--- src/rtl/minn_var_delay_line.sv ---
// ============================================================================
// Module   : minn_var_delay_line
// Purpose  : Multi-lane circular-buffer delay line. The delay is counted in
//            accepted samples and is programmable at run time.
// Option   : MINN_VAR_DELAY_FILL_EN adds the fill_level and primed outputs.
// Revision : 1.0  initial release
// ============================================================================
`default_nettype none

module minn_var_delay_line #(
  parameter int WIDTH         = 16,
  parameter int NUM_CH        = 2,
  parameter int MAX_DEPTH     = 64,
  parameter int DEFAULT_DELAY = 8
) (
  input  logic                             clk,
  input  logic                             rst_n,
  input  logic                             in_valid,
  input  logic [NUM_CH*WIDTH-1:0]          in_data,
  input  logic                             cfg_load,
  input  logic [$clog2(MAX_DEPTH+1)-1:0]   delay_cfg,
  output logic [$clog2(MAX_DEPTH+1)-1:0]   delay_q,
  output logic                             cfg_clamp,
`ifdef MINN_VAR_DELAY_FILL_EN
  output logic [$clog2(MAX_DEPTH+1)-1:0]   fill_level,
  output logic                             primed,
`endif
  output logic                             out_valid,
  output logic [NUM_CH*WIDTH-1:0]          out_data
);

  localparam int CW = $clog2(MAX_DEPTH + 1);
  localparam int PW = (MAX_DEPTH > 1) ? $clog2(MAX_DEPTH) : 1;
  localparam int DW = NUM_CH * WIDTH;

  localparam logic [CW-1:0] c_FULL    = CW'(MAX_DEPTH);
  localparam logic [CW-1:0] c_ONE     = CW'(1);
  localparam logic [CW-1:0] c_DEFAULT = CW'(DEFAULT_DELAY);
  localparam logic [CW:0]   c_DEPTH_X = (CW+1)'(MAX_DEPTH);
  localparam logic [PW-1:0] c_LAST    = PW'(MAX_DEPTH - 1);

  logic [DW-1:0] r_mem [MAX_DEPTH];
  logic [PW-1:0] r_wr_ptr;
  logic [CW-1:0] r_fill_cnt;
  logic [CW-1:0] r_delay_q;
  logic          r_cfg_clamp;
  logic          r_out_valid;
  logic [DW-1:0] r_out_data;

  logic [CW:0]   w_wr_ext;
  logic [CW:0]   w_dq_ext;
  logic [CW:0]   w_rd_ext;
  logic [PW-1:0] w_rd;
  logic [PW-1:0] w_wr_nxt;
  logic          w_cfg_lo;
  logic          w_cfg_hi;
  logic [CW-1:0] w_cfg_sat;
  logic          w_unused_rd;

  // Explicit wrap so non-power-of-two depths index correctly; D=MAX_DEPTH
  // lands on wr_ptr itself and reads the entry about to be overwritten.
  always_comb begin
    w_wr_ext = {{(CW+1-PW){1'b0}}, r_wr_ptr};
    w_dq_ext = {1'b0, r_delay_q};
    if (w_wr_ext >= w_dq_ext) begin
      w_rd_ext = w_wr_ext - w_dq_ext;
    end else begin
      w_rd_ext = w_wr_ext + c_DEPTH_X - w_dq_ext;
    end
  end

  assign w_rd        = w_rd_ext[PW-1:0];
  assign w_unused_rd = &{1'b0, w_rd_ext[CW:PW]};
  assign w_wr_nxt    = (r_wr_ptr == c_LAST) ? '0 : r_wr_ptr + PW'(1);

  assign w_cfg_lo  = (delay_cfg == '0);
  assign w_cfg_hi  = (delay_cfg > c_FULL);
  assign w_cfg_sat = w_cfg_lo ? c_ONE : (w_cfg_hi ? c_FULL : delay_cfg);

  always_ff @(posedge clk) begin
    if (in_valid) begin
      r_mem[r_wr_ptr] <= in_data;
    end
  end

  always_ff @(posedge clk or negedge rst_n) begin
    if (!rst_n) begin
      r_wr_ptr    <= '0;
      r_fill_cnt  <= '0;
      r_delay_q   <= c_DEFAULT;
      r_cfg_clamp <= 1'b0;
      r_out_valid <= 1'b0;
      r_out_data  <= '0;
    end else begin
      r_cfg_clamp <= cfg_load & (w_cfg_lo | w_cfg_hi);
      if (cfg_load) begin
        r_delay_q <= w_cfg_sat;
      end
      if (in_valid) begin
        r_wr_ptr   <= w_wr_nxt;
        r_out_data <= r_mem[w_rd];
      end
      // A sample accepted alongside a reload is the first of the new epoch.
      if (cfg_load) begin
        r_fill_cnt <= {{(CW-1){1'b0}}, in_valid};
      end else if (in_valid && (r_fill_cnt != c_FULL)) begin
        r_fill_cnt <= r_fill_cnt + c_ONE;
      end
      r_out_valid <= in_valid & ~cfg_load & (r_fill_cnt >= r_delay_q);
    end
  end

`ifdef MINN_VAR_DELAY_FILL_EN
  logic r_primed;

  // Updated on the same edge that first raises out_valid.
  always_ff @(posedge clk or negedge rst_n) begin
    if (!rst_n) begin
      r_primed <= 1'b0;
    end else if (cfg_load) begin
      r_primed <= 1'b0;
    end else if (in_valid) begin
      r_primed <= (r_fill_cnt >= r_delay_q);
    end
  end

  assign fill_level = r_fill_cnt;
  assign primed     = r_primed;
`endif

  assign delay_q   = r_delay_q;
  assign cfg_clamp = r_cfg_clamp;
  assign out_valid = r_out_valid;
  assign out_data  = r_out_data;

endmodule

`default_nettype wire
--- config.mk ---
export PLATFORM = sky130hd
export DESIGN_NAME = minn_var_delay_line
export DESIGN_NICKNAME = d
export VERILOG_FILES = /design/src/rtl/minn_var_delay_line.sv
export SDC_FILE = /design/constraint.sdc
export NUM_CORES = 2
export LEC_CHECK = 0
export ABC_AREA = 1
export ABC_CLOCK_PERIOD_IN_PS = 3100
export BUFFER_PORTS_ARGS = -buffer_cell sky130_fd_sc_hd__buf_2
export CAP_MARGIN = 15
export CORE_MARGIN = 5
export CORE_UTILIZATION = 50
export CTS_CLUSTER_DIAMETER = 120
export DETAILED_ROUTE_END_ITERATION = 8
export PLACE_DENSITY_LB_ADDON = 0.1
export SETUP_SLACK_MARGIN = 0.5
export SKIP_LAST_GASP = 1
export SLEW_MARGIN = 30
export SYNTH_ARGS = -nofsm -noshare
export SYNTH_HDL_FRONTEND = slang
export SYNTH_SLANG_ARGS = --single-unit
--- constraint.sdc ---
create_clock -name clk -period 3.1 [get_ports clk]
set_input_delay 0.31 -clock clk [delete_from_list [all_inputs] [get_ports clk]]
set_output_delay 0.31 -clock clk [all_outputs]
set_load 0.02 [all_outputs]
-- After elaboration in Yosys (flattened, before gate mapping)
Memories as Yosys holds them, arrays and structs flattened. A register that Yosys moved wholly into a read port is not among the register bits.
Cells that the tools add are included.
- multiplexer cells: 8
- $lt $le $gt $ge: 3
- add/sub/neg operators: 5
- bitwise gates (word level): 5
- equality and inequality tests: 2
- reduce and logical (&&, ||, !) cells: 4
- operators with widths (kind ; number):
    $mux W7 ; 4
    $add A6 B1 Y6 const B ; 2
    $mux W6 ; 2
    $sub A6 B6 Y6 ; 2
    $add A7 B1 Y7 const B ; 1
    $ge A6 B7 Y1 ; 1
    $ge A7 B7 Y1 ; 1
    $gt A7 B7 Y1 const B ; 1
    $logic_not A7 Y1 ; 1
    $ne A7 B7 Y1 const B ; 1
    $eq A6 B6 Y1 const B ; 1
    $and A1 B1 Y1 ; 3
    $mux W1 ; 2
    $reduce_bool A2 Y1 ; 1
    $logic_and A1 B1 Y1 ; 1
    $logic_not A1 Y1 ; 1
    $not A1 Y1 ; 1
    $or A1 B1 Y1 ; 1
- output and inout bits: 41
- word-level logic and storage cells: 33
- bits in writable memories: 2048
- memories: 1
- input bits: 43
- flip-flop bits (word level): 22
- memory list (name ; words ; bits a word ; rd ports ; clocked after memory_dff ; wr ports ; line ; text):
    r_mem ; 64 ; 32 ; 1 ; 1 ; 1 ; 42 ; logic [DW-1:0] r_mem [MAX_DEPTH];

-- Longest topological paths before layout
- depth after elaboration: 4
- mapped depth: 16
- mapped depth without buffers: 14

-- Worst setup path before layout
No wires, ideal clock.
- kind: input to register
- from: in in_valid
- to: mem r_mem[49][0] (netlist name), enable pin
- path slack: 0.202 ns
- arrival: 2.477 ns
- setup time: 0.421 ns
- required time: 2.679 ns
- path buffers: 2
- stages: 4
- path through: clkbuf_1 > clkbuf_1 > nand3_1 > nor2_1
- word-level cells in the longest chain between the ends: 2
- RTL lines (element ; line ; text):
    from (decl) ; 18 ; input logic in_valid,
    $mux W1 ; 81 ; if (in_valid) begin
    $mux W1 (not written as such) ; 82 ; r_mem[r_wr_ptr] <= in_data;
    to (decl) ; 42 ;
Every way passes these cells.

-- Worst setup path after layout
- from: reg r_wr_ptr[0]
- to: reg r_out_data[19] (netlist: out_data[19]) (read register of r_mem)
- word-level cells in the longest chain between the ends: 3
- elaborated cells between the ends (all ways): 5
- those cells by class: add/sub (3); order compare (1); mux (1)
- RTL lines (element ; line ; text):
    from (decl) ; 43 ; logic [PW-1:0] r_wr_ptr;
    from (signal assigned) ; 100 ; r_wr_ptr <= w_wr_nxt;
    $add A6 B1 Y6 ; 68 ; w_rd_ext = w_wr_ext + c_DEPTH_X - w_dq_ext;
    $sub A6 B6 Y6 ; 68 ;
    $mux W6 (*) ; 65 ; if (w_wr_ext >= w_dq_ext) begin
    to (decl) ; 48 ; logic [DW-1:0] r_out_data;
Mark *: on every way between the ends. The rest lies on a longest branch, timed or not.
A chain may end at the register's enable or synchronous reset.

==> results.md <==
* Outcome: finished clean
* Placed Cells at 11100
* Worst hold stages at 2
* R2r startpoint: r_wr_ptr[0]
* H-tree depth reported by CTS at 4
* Fraction of power consumed by combinational cells at 0.504
* IR Drop Worst-Case VDD at 0.912 mV
* Total of flip-flops plus latches after synthesis at 2102
* TritonCTS Buffers at 216
* Maximum clock rate at 324 MHz
* DRC at 0
* Hold path start: in_data[14]
* Leakage component of the power at 44.5 nW
* Synth unique cells at 29
* Cells on worst reg2reg path at 17
* TNS Setup at 0 ns
* Clock network fraction of design power at 0.217
* Crit start category: flop
* Top FF cell, synth: sky130_fd_sc_hd__edfxtp_1
* Number of nets still failing antenna checks after routing at 0
* Overall via count from detail_route at 63500
* Starting density of the core at 0.504
* Worst endpoint required time at 3.88 ns
* Synthesized instance count at 8670
* Average detailed-routed wire length per instance at 24.4 um
* Worst Hold End: r_mem[34][14]
* Power density over the cells at 1110 mW/mm2
* Placement row count at 155
* First-pass detailed-route iteration total at 6
* Drt via density at 5.48
* Final Net Count at 9100
* Grt ovf at 0
* Most repeated cell in the gate-level netlist after synthesis: sky130_fd_sc_hd__nand2_1
* Synth Cell Area at 0.0900 mm2
* Total number of yosys warnings at 0
* Flop pwr share at 0.278
* Net load switching power at 50.2 mW
* Post-DP HPWL at 159 mm
* Classification of the worst setup path: flop to flop
* Fraction of final layout cells sized beyond drive strength 1 at 0.128
* Worst-Margin Slew at 0.953 ns
* Portion of synthesized cell area occupied by the leading cell type at 0.683
* Final setup fails at 0
* Average cell area after synthesis at 10.4 um2
* Proportion of register bits with asynchronous set or reset after synthesis at 0.0257
* Arr. time, crit path at 3.87 ns
* Buffers added on ports at 83
* First-pass GRT wire length at 408 mm
* Worst clock skew on the final layout at 0.0365 ns
* Worst reg2reg endpoint: out_data[19]
* Initial antenna violation count at 9
* Clk root buf: sky130_fd_sc_hd__clkbuf_16
* Most instantiated cells after synthesis: 2923 x sky130_fd_sc_hd__nand2_1, 2048 x sky130_fd_sc_hd__edfxtp_1, 1196 x sky130_fd_sc_hd__nand3_1
* Synth Net Count at 8729
* Post-synth top area cell: sky130_fd_sc_hd__edfxtp_1
* Clock tree from TritonCTS: yes
* Layout area overhead at 19.0%
* Total core area at 0.179 mm2
* Number of maximum-capacitance constraint violations at 0
* Die Span Y at 434 um
* Dominant cells by area after synthesis: sky130_fd_sc_hd__edfxtp_1 68%, sky130_fd_sc_hd__nand2_1 12%, sky130_fd_sc_hd__nand3_1 6.6%, sky130_fd_sc_hd__inv_1 4.9%, sky130_fd_sc_hd__nor2_1 1.9%
* Non-Filler Instances at 11600
* Cell internal pwr at 68.8 mW
* Top-level port count at 84
* Placer Congestion at 0.902
* Total design power at 119 mW
* Worst reg2reg setup slack at 0.02 ns
* Clock insertion delay at the later pin of the skew report at 0.86 ns
* Final critical path time including I/O delays and setup at 3.08 ns
* Hold crit path type: primary input to flop
* Slew Limit Headroom at 0.365
* EDFF count, synth at 2048
* Clock tree sinks at 2102
* Number of global-route vias before repair at 60200
* Period utilization at 0.995
* Largest driver fanout on the critical path at 23
* GRT Resource Usage Total at 0.297
* Die footprint at 0.189 mm2
* Number of slew-limit violations in the final report at 0
* Detailed Route WL at 282 mm
* Fraction of the yosys area taken by sequential cells at 0.698
* Proportion of total power due to net switching at 0.422
* RSZ-0062 raised after global routing: yes
* Final Hold Viols at 0
* Maximum root-to-sink buffer count at 3
* Number of DRC markers in iteration 0 at 7308
* Width of the die at 434 um
* Critical path capture point type: flop
* Clock transition at the registers of the reported paths at 0.06 ns
* Largest net degree at the start of global routing at 108
registers in the layout, indices dropped and copies added (netlist names):
| name | flops |
|---|---|
| cfg_clamp | 1 |
| delay_q | 7 |
| out_data | 32 |
| out_valid | 1 |
| r_fill_cnt | 7 |
| r_mem | 2048 |
| r_wr_ptr | 6 |
cells in the final DEF, fill, tap and decap left out, drive strengths merged, types with 3 or more instances in the layout:
cell type    Yosys  final
buf            277    556
nand4            3      3
nor2           446    446
o211ai          12     12
bufbuf           0      6
o21ai          226    226
bufinv           0     21
nor3             5      5
xor2             3      3
xnor2            3      3
a21oi           12     12
edfxtp        2048   2048
clkinv           0     98
nand2         2923   2923
dfrtp           53     53
nand3         1196   1196
inv           1170   1174
clkbuf         178    284
or2             92     92
ha              15     15
dlygate4sd3      0     37
diode            0      6
clkinvlp         0      4
cell type report:
type / instances / area [um2]
sequential: 2102 / 62900
antenna: 6 / 15.0
tap: 2355 / 2950
inverter: 1170 / 4420
timing repair buffer: 606 / 7810
fill: 14400 / 71600
timing repair inverter: 2 / 25.0
clock inverter: 125 / 1170
multi-input combinational: 4943 / 22100
clock buffer: 277 / 5820
worst max-delay path, cell delays in order (launching register included):
cell and delay, ns:
sky130_fd_sc_hd__dfrtp_1 0.38, sky130_fd_sc_hd__inv_2 0.08, sky130_fd_sc_hd__ha_4 0.13, sky130_fd_sc_hd__inv_4 0.03, sky130_fd_sc_hd__fa_4 0.75, sky130_fd_sc_hd__buf_12 0.15, sky130_fd_sc_hd__buf_12 0.19, sky130_fd_sc_hd__buf_12 0.16
sky130_fd_sc_hd__buf_12 0.18, sky130_fd_sc_hd__buf_4 0.16, sky130_fd_sc_hd__nand3_1 0.08, sky130_fd_sc_hd__nand2_1 0.06, sky130_fd_sc_hd__nand2_1 0.05, sky130_fd_sc_hd__nand3_1 0.12, sky130_fd_sc_hd__nand3_2 0.16, sky130_fd_sc_hd__nand3_1 0.13
sky130_fd_sc_hd__nand3_1 0.08, sky130_fd_sc_hd__nand2_1 0.08
what timing repair did:
action / 4_1_cts / 5_1_grt
endpoints found under the setup margin: 32 / 32
pin swaps: 30 / 61
endpoints found under the hold margin: 339 / 8
hold buffers: 36 / 1
cloned: 22 / 7
resized for setup: 161 / 123
setup buffers: 24 / 7
metrics by stage:
step | cell area [um2] | setup slack, ns | hold slack, ns | utilization
after floorplan | 90200 | 0.202 | 0.0144 | -
after global placement | 97500 | -0.144 | 0.460 | 0.545
after detailed placement | 97500 | -0.145 | 0.451 | 0.545
after CTS | 106000 | 0.0245 | 0.0148 | 0.595
after global routing | 107000 | -0.0485 | 0.0275 | 0.599
final | 107000 | 0.0151 | 0.0518 | 0.599
how the worst max path moves through the flow:
stage / from / endpoint / slack (ns) / cells after the start
after floorplan: in_valid / r_mem[49][0] / 0.20 / 4
after global placement: r_wr_ptr[0] / out_data[24] / -0.14 / 15
after detailed placement: r_wr_ptr[0] / out_data[24] / -0.14 / 15
after CTS: r_wr_ptr[0] / out_data[11] / 0.02 / 18
after global routing: r_wr_ptr[0] / out_data[19] / -0.05 / 17
final: r_wr_ptr[0] / out_data[19] / 0.02 / 17
layer usage:
layer	global-route usage	wire length [um]	vias up
met1	0.412	114000	31000
li1	-	-	29100
met2	0.470	129000	2886
met4	0.124	13700	0
met3	0.0503	25000	518
met5	0	0	-
power by group through the flow:
stage                     Sequential, mW  Combinational [mW]  Clock (mW)
after floorplan                     33.7                27.0           0
after global placement              33.7                52.9           0
after detailed placement            33.7                53.0           0
after CTS                           33.1                57.6        26.2
after global routing                33.1                64.0        27.4
final                               33.1                60.0        25.9
cells by family after synthesis:
kind of cell,synth area share
AND/OR/NAND/NOR,0.214
flip-flops,0.698
buffers and inverters,0.0706
AO/OA/AOI/OAI,0.0145
adder cells (fa/ha/maj),0.00231
XOR/XNOR,0.000584
(Power assumes the default switching activity.)
